`src/rtl/dpram_ctrl.sv`:
```
// Dual-port RAM access controller: clears the RAM after reset, then gives each
// requester its own RAM port and arbitrates same-address conflicts round-robin.
module dpram_ctrl #(
    parameter int DW = 8,
    parameter int AW = 6
) (
    input  logic          clk,
    input  logic          rst,
    input  logic          req_a,
    input  logic          req_b,
    input  logic          we_a,
    input  logic          we_b,
    input  logic [AW-1:0] addr_a,
    input  logic [AW-1:0] addr_b,
    input  logic [DW-1:0] wdata_a,
    input  logic [DW-1:0] wdata_b,
    output logic          gnt_a,
    output logic          gnt_b,
    output logic          rvalid_a,
    output logic          rvalid_b,
    output logic [DW-1:0] rdata_a,
    output logic [DW-1:0] rdata_b,
    output logic          busy,
    output logic [7:0]    conflict_cnt,
    output logic [AW-1:0] ram_ad_a,
    output logic [AW-1:0] ram_ad_b,
    output logic [DW-1:0] ram_data_a,
    output logic [DW-1:0] ram_data_b,
    output logic          ram_wre_a,
    output logic          ram_wre_b,
    input  logic [DW-1:0] ram_q_a,
    input  logic [DW-1:0] ram_q_b
);

    typedef enum logic {CLEAR, RUN} state_t;

    state_t        state, state_nxt;
    logic [AW-1:0] clr_cnt;
    logic [AW-1:0] ad_a_q, ad_b_q;
    logic [DW-1:0] data_a_q, data_b_q;
    logic          prio;       // 0: A wins the next conflict, 1: B wins
    logic          conflict;

    assign rdata_a = ram_q_a;
    assign rdata_b = ram_q_b;

    always_ff @(posedge clk or posedge rst) begin
        if (rst) begin
            state        <= CLEAR;
            clr_cnt      <= '0;
            prio         <= 1'b0;
            conflict_cnt <= 8'd0;
            rvalid_a     <= 1'b0;
            rvalid_b     <= 1'b0;
            ad_a_q       <= '0;
            ad_b_q       <= '0;
            data_a_q     <= '0;
            data_b_q     <= '0;
        end else begin
            state    <= state_nxt;
            rvalid_a <= gnt_a & ~we_a;
            rvalid_b <= gnt_b & ~we_b;
            // Ungranted ports keep presenting the last address/data they drove.
            ad_a_q   <= ram_ad_a;
            ad_b_q   <= ram_ad_b;
            data_a_q <= ram_data_a;
            data_b_q <= ram_data_b;
            if (state == CLEAR)
                clr_cnt <= clr_cnt + 1'b1;
            if (conflict) begin
                prio <= ~prio;
                if (conflict_cnt != 8'hFF)
                    conflict_cnt <= conflict_cnt + 8'd1;
            end
        end
    end

    always_comb begin
        state_nxt  = state;
        gnt_a      = 1'b0;
        gnt_b      = 1'b0;
        busy       = 1'b0;
        conflict   = 1'b0;
        ram_wre_a  = 1'b0;
        ram_wre_b  = 1'b0;
        ram_ad_a   = ad_a_q;
        ram_ad_b   = ad_b_q;
        ram_data_a = data_a_q;
        ram_data_b = data_b_q;
        case (state)
            CLEAR: begin
                busy       = 1'b1;
                // Gate with rst so the write strobe drops the instant reset asserts.
                ram_wre_a  = ~rst;
                ram_ad_a   = clr_cnt;
                ram_data_a = '0;
                if (clr_cnt == '1)
                    state_nxt = RUN;
            end
            RUN: begin
                conflict = req_a & req_b & (addr_a == addr_b) & (we_a | we_b);
                gnt_a    = req_a & (~conflict | ~prio);
                gnt_b    = req_b & (~conflict | prio);
                if (gnt_a) begin
                    ram_wre_a  = we_a;
                    ram_ad_a   = addr_a;
                    ram_data_a = wdata_a;
                end
                if (gnt_b) begin
                    ram_wre_b  = we_b;
                    ram_ad_b   = addr_b;
                    ram_data_b = wdata_b;
                end
            end
            default: state_nxt = CLEAR;
        endcase
    end

endmodule

```
`config.mk`:
```
export PLATFORM = sky130hd
export DESIGN_NAME = dpram_ctrl
export DESIGN_NICKNAME = d
export VERILOG_FILES = /design/src/rtl/dpram_ctrl.sv
export SDC_FILE = /design/constraint.sdc
export NUM_CORES = 1
export LEC_CHECK = 0
export CAP_MARGIN = 30
export CORE_ASPECT_RATIO = 1.4
export CORE_MARGIN = 1
export CORE_UTILIZATION = 45
export CTS_BUF_LIST = sky130_fd_sc_hd__clkbuf_4
export CTS_CLUSTER_SIZE = 40
export DETAILED_ROUTE_END_ITERATION = 16
export PLACE_DENSITY = 0.88
export SYNTH_ARGS = -nofsm -noshare
export SYNTH_HDL_FRONTEND = slang
export SYNTH_SLANG_ARGS = --single-unit
```
`constraint.sdc`:
```
create_clock -name clk -period 4.9 [get_ports clk]
set_input_delay 0.735 -clock clk [delete_from_list [all_inputs] [get_ports clk]]
set_output_delay 0.735 -clock clk [all_outputs]
set_load 0.03 [all_outputs]
```
==> implementation parameters, run 1 <==
Parameter                              Value

Outcome
  Result of the run ... completed

Critical path
  Crit end category ... output pin
  Kind of critical path ... in2out
  Levels on crit path ... 8
  Cell with the most instances on the worst path ... clkdlybuf4s50_1
  Cell type group with the largest total delay on the critical path ... buffers and inverters
  Critical Path Fanout Max ... 25
  Buffer and inverter count on the worst path ... 3
  Sequence of cells on the critical path ... clkdlybuf4s50_1 -> o211ai_2 -> nor4_2 -> a41o_1 -> buf_4 -> mux2i_1 -> a21oi_1 -> clkdlybuf4s50_1
  Data arrival at the endpoint of the critical path ... 3.36 ns
  Master of the slowest instance on the critical path ... clkdlybuf4s50_1
  Number of cells on the worst reg-to-reg path ... 4
  Highest cell delay on the worst timing path ... 0.72 ns
  Worst Path Required ... 4.16 ns
  Nature of the critical path startpoint ... input port

Layout
  Area growth from synthesis to layout ... 33.1%
  Final antenna diode count ... 0
  Most common cell after layout, fill and taps aside ... clkdlybuf4s50_1
  Ratio of cells with drive above 1 in the final layout ... 0.137
  Most used cells in the layout excluding fill and tap cells ... 76 x clkdlybuf4s50_1, 46 x dfrtp_1, 17 x mux2_2, 16 x nand2_1, 13 x nand3_1
  Area of all placed cells without fillers ... 2950 um2
  Post-layout nets ... 306

Placement
  Total placed instance area ... 2880 um2
  RePlAce Congestion ... 0.836
  Placed wire-length estimate after detailed placement ... 3.31 mm
  Number of I/O port buffers ... 76

Logic synthesis
  Sequential area share after synthesis ... 0.519
  Nets in the synthesized netlist ... 245
  Number of library cell types mapped by synthesis ... 29
  Register bit count reported by yosys ... 46
  Area of the mapped netlist ... 2220 um2
  Warning count from the yosys run ... 0
  Mean instance size in the synthesized netlist ... 11.5 um2
  Synthesized instance count ... 193

Die
  Overall die area ... 5210 um2
  Placeable core area ... 4640 um2
  Die height ... 85.0 um
  Std-Cell Rows ... 29
  Initial core utilization ... 0.477
  Number of placed I/O pins ... 109
  Die Width ... 61.3 um

Routing
  Starting DRC count in detailed routing ... 28
  WL final ... 4.48 mm
  Post-DRT Antenna Nets ... 0
  Routed len/inst ... 14.1 um
  Routed vias/inst ... 5.05
  DRC violations left ... 0
  Total via count in the routed design ... 1600
  Number of search-and-repair iterations in the first detailed-routing pass ... 4

Flow run
  MaxCap Viol Count ... 0

Pwr
  Power density over the cells ... 205 nW/um2
  Worst IR drop on VDD ... 0.140 mV
  Lkg Pwr ... 1.30 nW

STA
  Number of setup violations in the final report ... 0
  Part of the cycle the worst path needs ... 0.837
  Setup repair after global routing missed its margin ... no
  Worst slew margin relative to its limit ... 0.738
  Minimum clock period after layout ... 4.10 ns
  Max Freq ... 0.244 GHz
  Worst Hold Slack ... 0.506 ns
  Final Hold Viols ... 0
  Setup TNS Final ... 0 ns
  Layout Skew ... 0.00619 ns
  Final Max Slew Viols ... 0
  Actual transition at the worst max-transition pin ... 0.393 ns

Global route
  Vias in the first global route ... 1656
  Wire length of the first global-routing pass ... 7.32 mm
  Maximum number of pins on one net before global-route repair ... 47
  Antenna violations before repair ... 0
  Global-route congestion overflow total ... 0
  Global-route usage over all layers ... 0.189

CTS
  TritonCTS clock tree ... yes
  Clock Path Buffers ... 2
  Number of H-tree branching levels ... 2
  Number of gates resized after cts ... 0
  Clk slew on worst S/H paths ... 0.12 ns
  CTS buffer count ... 5
  Root buffer selected by CTS ... clkbuf_4
  Number of clock sinks ... 46
  Number of buffers added for setup after CTS ... 0
  Clock latency at the later pin of the worst-skew pair ... 0.34 ns
  Hold_buf cts ... 0

Hold path
  Hold Path Class ... reg2reg
  Hold Path Depth ... 1
[cell type report]
class	count	area (um2)
Fill cell	408	1690
Clock buffer	5	37.5
Multi-Input combinational cell	116	850
Inverter	6	22.5
Timing Repair Buffer	79	796
Clock inverter	3	16.3
Tap cell	62	77.6
Sequential cell	46	1150
[per-layer routing]
| metal | part of all wire | wire length (um) | global-route usage |
|---|---|---|---|
| met3 | 0.048 | 213 | 0.0427 |
| met5 | 0 | 0 | 0 |
| met1 | 0.40 | 1800 | 0.216 |
| met2 | 0.52 | 2310 | 0.317 |
| met4 | 0.036 | 159 | 0.101 |
[path summary, 6_finish.rpt]
kind	from	endpoint	slack, ns
setup / recovery	we_a	ram_ad_a[3]	0.80
min in group asynchronous	rst	rvalid_a	0.63
hold / removal	ad_b_q[4]	ad_b_q[4]	0.51
hold reg to reg	ad_b_q[4]	ad_b_q[4]	0.51
setup reg to reg	state	conflict_cnt[4]	3.20
max in group asynchronous	rst	conflict_cnt[2]	3.81
[state kept, by name (all words and copies together), names as in the netlist]
register / count
conflict_cnt: 8
data_a_q: 8
data_b_q: 8
ad_a_q: 6
ad_b_q: 6
clr_cnt: 6
prio: 1
rvalid_a: 1
rvalid_b: 1
state: 1
[synthesized netlist by cell type]
library cell | n | area, um2
mux2_2 | 17 | 191
mux2i_1 | 6 | 60.1
a21oi_1 | 6 | 30.0
buf_2 | 1 | 5.00
nand4_4 | 1 | 21.3
o211ai_2 | 1 | 12.5
nor2_1 | 11 | 41.3
clkbuf_1 | 3 | 11.3
buf_6 | 5 | 56.3
a41o_1 | 2 | 20.0
nand2b_1 | 1 | 6.26
nand2_1 | 16 | 60.1
dfrtp_1 | 46 | 1150
ha_1 | 2 | 25.0
o21ai_0 | 9 | 45.0
buf_4 | 16 | 120
nor2b_1 | 1 | 6.26
xnor2_1 | 10 | 87.6
xor2_1 | 6 | 52.6
mux2_4 | 2 | 30.0
o22ai_1 | 1 | 6.26
a31oi_1 | 1 | 6.26
inv_1 | 6 | 22.5
nand3_1 | 13 | 65.1
nor4_2 | 1 | 12.5
nand4_1 | 3 | 18.8
and4_1 | 3 | 26.3
nand3_2 | 2 | 20.0
nor3_1 | 1 | 5.00
[cells by family (layout without fill, tap and decap cells)]
group / count (synthesis) / count (layout) / synth area share
multiplexers: 25 / 25 / 0.127
adder cells (fa/ha/maj): 2 / 2 / 0.0113
flip-flops: 46 / 46 / 0.519
AND/OR/NAND/NOR: 53 / 53 / 0.128
XOR/XNOR: 16 / 16 / 0.0632
buffers and inverters: 31 / 93 / 0.0971
AO/OA/AOI/OAI: 20 / 20 / 0.0542
[report_power, final]
part	total [mW]	internal (mW)	switching (mW)
Sequential	0.380	0.380	0
Combinational	0.0554	0.0313	0.0241
Clock	0.170	0.0535	0.117
[metrics by stage]
step	utilization	total power [mW]	setup slack [ns]	instances
floorplan	-	0.432	1.86	193
global placement	0.619	0.440	0.896	308
finish	0.635	0.605	0.800	317
CTS	0.631	0.618	0.798	316
global route	0.635	0.636	0.614	317
detailed placement	0.619	0.441	0.808	308
[worst register-to-register path: stages, from the launching register on]
cell,delay [ns]
dfrtp_1,0.38
buf_4,0.33
and4_1,0.46
nand4_4,0.13
mux2_4,0.30
Power figures use the tool's default switching activity.
==> run 2, diff against run 1 <==
--- a/config.mk
+++ b/config.mk
@@ -8,11 +8,11 @@
 export CAP_MARGIN = 30
 export CORE_ASPECT_RATIO = 1.4
 export CORE_MARGIN = 1
-export CORE_UTILIZATION = 45
+export CORE_UTILIZATION = 42
 export CTS_BUF_LIST = sky130_fd_sc_hd__clkbuf_4
 export CTS_CLUSTER_SIZE = 40
 export DETAILED_ROUTE_END_ITERATION = 16
-export PLACE_DENSITY = 0.88
+export PLACE_DENSITY = 0.83
 export SYNTH_ARGS = -nofsm -noshare
 export SYNTH_HDL_FRONTEND = slang
 export SYNTH_SLANG_ARGS = --single-unit
==> constraint.sdc (replaced) <==
create_clock -name clk -period 4.23 [get_ports clk]
set_input_delay 0.6345 -clock clk [delete_from_list [all_inputs] [get_ports clk]]
set_output_delay 0.6345 -clock clk [all_outputs]
set_load 0.03 [all_outputs]
==> implementation parameters, run 2 (synthesis gave the netlist of run 1 again) <==
Parameter                              Value

Routing
  Routed vias/inst ... 4.93
  Number of search-and-repair iterations in the first detailed-routing pass ... 4
  DRC violations left ... 0
  WL final ... 4.51 mm
  Total via count in the routed design ... 1582
  Routed len/inst ... 14.1 um
  Starting DRC count in detailed routing ... 44
  Post-DRT Antenna Nets ... 0

Die
  Std-Cell Rows ... 30
  Die Width ... 63.4 um
  Die height ... 87.9 um
  Placeable core area ... 4950 um2
  Number of placed I/O pins ... 109
  Overall die area ... 5570 um2
  Initial core utilization ... 0.447

CTS
  Clk slew on worst S/H paths ... 0.13 ns
  Clock Path Buffers ... 2
  Number of clock sinks ... 46
  TritonCTS clock tree ... yes
  Number of gates resized after cts ... 0
  Number of buffers added for setup after CTS ... 0
  Clock latency at the later pin of the worst-skew pair ... 0.36 ns
  Hold_buf cts ... 0
  Number of H-tree branching levels ... 2
  CTS buffer count ... 5
  Root buffer selected by CTS ... clkbuf_4

STA
  Layout Skew ... 0.00535 ns
  Setup TNS Final ... 0 ns
  Final Max Slew Viols ... 0
  Final Hold Viols ... 0
  Max Freq ... 0.258 GHz
  Part of the cycle the worst path needs ... 0.916
  Setup repair after global routing missed its margin ... no
  Actual transition at the worst max-transition pin ... 0.485 ns
  Number of setup violations in the final report ... 0
  Worst slew margin relative to its limit ... 0.677
  Minimum clock period after layout ... 3.87 ns

Pwr
  Worst IR drop on VDD ... 0.155 mV
  Lkg Pwr ... 1.32 nW
  Power density over the cells ... 260 nW/um2

Critical path
  Worst-case register-to-register setup slack ... 2.54 ns
  Sequence of cells on the critical path ... clkdlybuf4s50_1 -> o211ai_2 -> nor4_2 -> a41o_1 -> nand3_1 -> o21ai_0 -> clkdlybuf4s50_1
  Worst Path Required ... 3.60 ns
  Buffer and inverter count on the worst path ... 2
  Master of the slowest instance on the critical path ... clkdlybuf4s50_1
  Cell with the most instances on the worst path ... clkdlybuf4s50_1
  Critical Path Fanout Max ... 16
  Cell type group with the largest total delay on the critical path ... buffers and inverters
  Data arrival at the endpoint of the critical path ... 3.24 ns
  Kind of critical path ... in2out
  Crit end category ... output pin
  Highest cell delay on the worst timing path ... 0.74 ns
  Nature of the critical path startpoint ... input port

Global route
  Global-route usage over all layers ... 0.177
  Antenna violations before repair ... 1
  Maximum number of pins on one net before global-route repair ... 47
  Vias in the first global route ... 1583
  Global-route congestion overflow total ... 0
  Wire length of the first global-routing pass ... 7.42 mm

Layout
  Final Non-Filler Cells ... 321
  Post-layout nets ... 307
  Filler Cell Count ... 439
  Most common cell after layout, fill and taps aside ... clkdlybuf4s50_1
  Area growth from synthesis to layout ... 34.1%
  Register area ... 1150 um2
  Regs by FF count ... conflict_cnt x8, data_a_q x8, data_b_q x8
  Most used cells in the layout excluding fill and tap cells ... 70 x clkdlybuf4s50_1, 46 x dfrtp_1, 17 x mux2_2, 16 x nand2_1, 13 x nand3_1
  Ratio of cells with drive above 1 in the final layout ... 0.168
  Final Core Density ... 0.600
  Multi-input gate area in the final layout ... 850 um2

Outcome
  Result of the run ... completed

Placement
  Placed wire-length estimate after detailed placement ... 3.29 mm
  Total instance count after detailed placement ... 311
  RePlAce Congestion ... 0.799
  Number of I/O port buffers ... 76

Hold path
  Hold Path Class ... in2async

Flow run
  MaxCap Viol Count ... 0
[run 2: cell count changes in the layout (fill, tap and decap cells not counted), sizes merged]
cell / delta
bufinv: +1
clkdlybuf4s50: -6
diode: +1
buf: +7
clkinvlp: -1
[run 2: path summary, 6_finish.rpt]
kind / end / depth (start not counted) / from
min in group clk: data_b_q[7] / 1 / data_b_q[7]
worst min-delay path: data_a_q[6] / 2 / rst
max in group asynchronous: data_a_q[1] / 3 / rst
worst min register to register: data_b_q[7] / 1 / data_b_q[7]
worst max-delay path: ram_data_a[4] / 7 / we_a
worst max register to register: conflict_cnt[4] / 4 / state
[run 2: stage by stage]
step	total power [mW]	area [um2]	hold slack, ns	worst slack (ns)
finish	0.773	2970	0.455	0.357
global route	0.798	2970	0.456	0.144
CTS	0.775	2950	0.510	0.326
detailed placement	0.512	2870	0.484	0.335
global placement	0.511	2870	0.478	0.410
floorplan	0.500	2220	0.464	1.39
[run 2: where the power goes]
group | internal, mW | switching [mW] | leakage [nW] | total [mW]
registers | 0.440 | 0 | 0.613 | 0.440
clock network | 0.123 | 0.145 | 0.0450 | 0.268
logic | 0.0370 | 0.0283 | 0.663 | 0.0653
total | 0.599 | 0.174 | 1.32 | 0.773
[run 2: metal layers]
layer	part of all wire	wire (um)	track usage
met1	0.42	1890	0.203
met2	0.50	2240	0.301
met3	0.046	206	0.0299
met4	0.038	172	0.122
met5	0	0	0
[run 2: cell type report]
cell class	instances	share of cell area
Timing Repair Buffer	80	0.265
Clock inverter	3	0.0135
Inverter	6	0.00758
Multi-Input combinational cell	116	0.286
Tap cell	64	0.0269
Sequential cell	46	0.387
Clock buffer	5	0.0126
Antenna cell	1	0.000842
==> run 3, diff against run 2 <==
--- a/config.mk
+++ b/config.mk
@@ -5,6 +5,7 @@
 export SDC_FILE = /design/constraint.sdc
 export NUM_CORES = 1
 export LEC_CHECK = 0
+export ABC_CLOCK_PERIOD_IN_PS = 4230
 export CAP_MARGIN = 30
 export CORE_ASPECT_RATIO = 1.4
 export CORE_MARGIN = 1
==> results of run 3 <==
No change in the layout: final DEF, timing and power equal those of run 2.
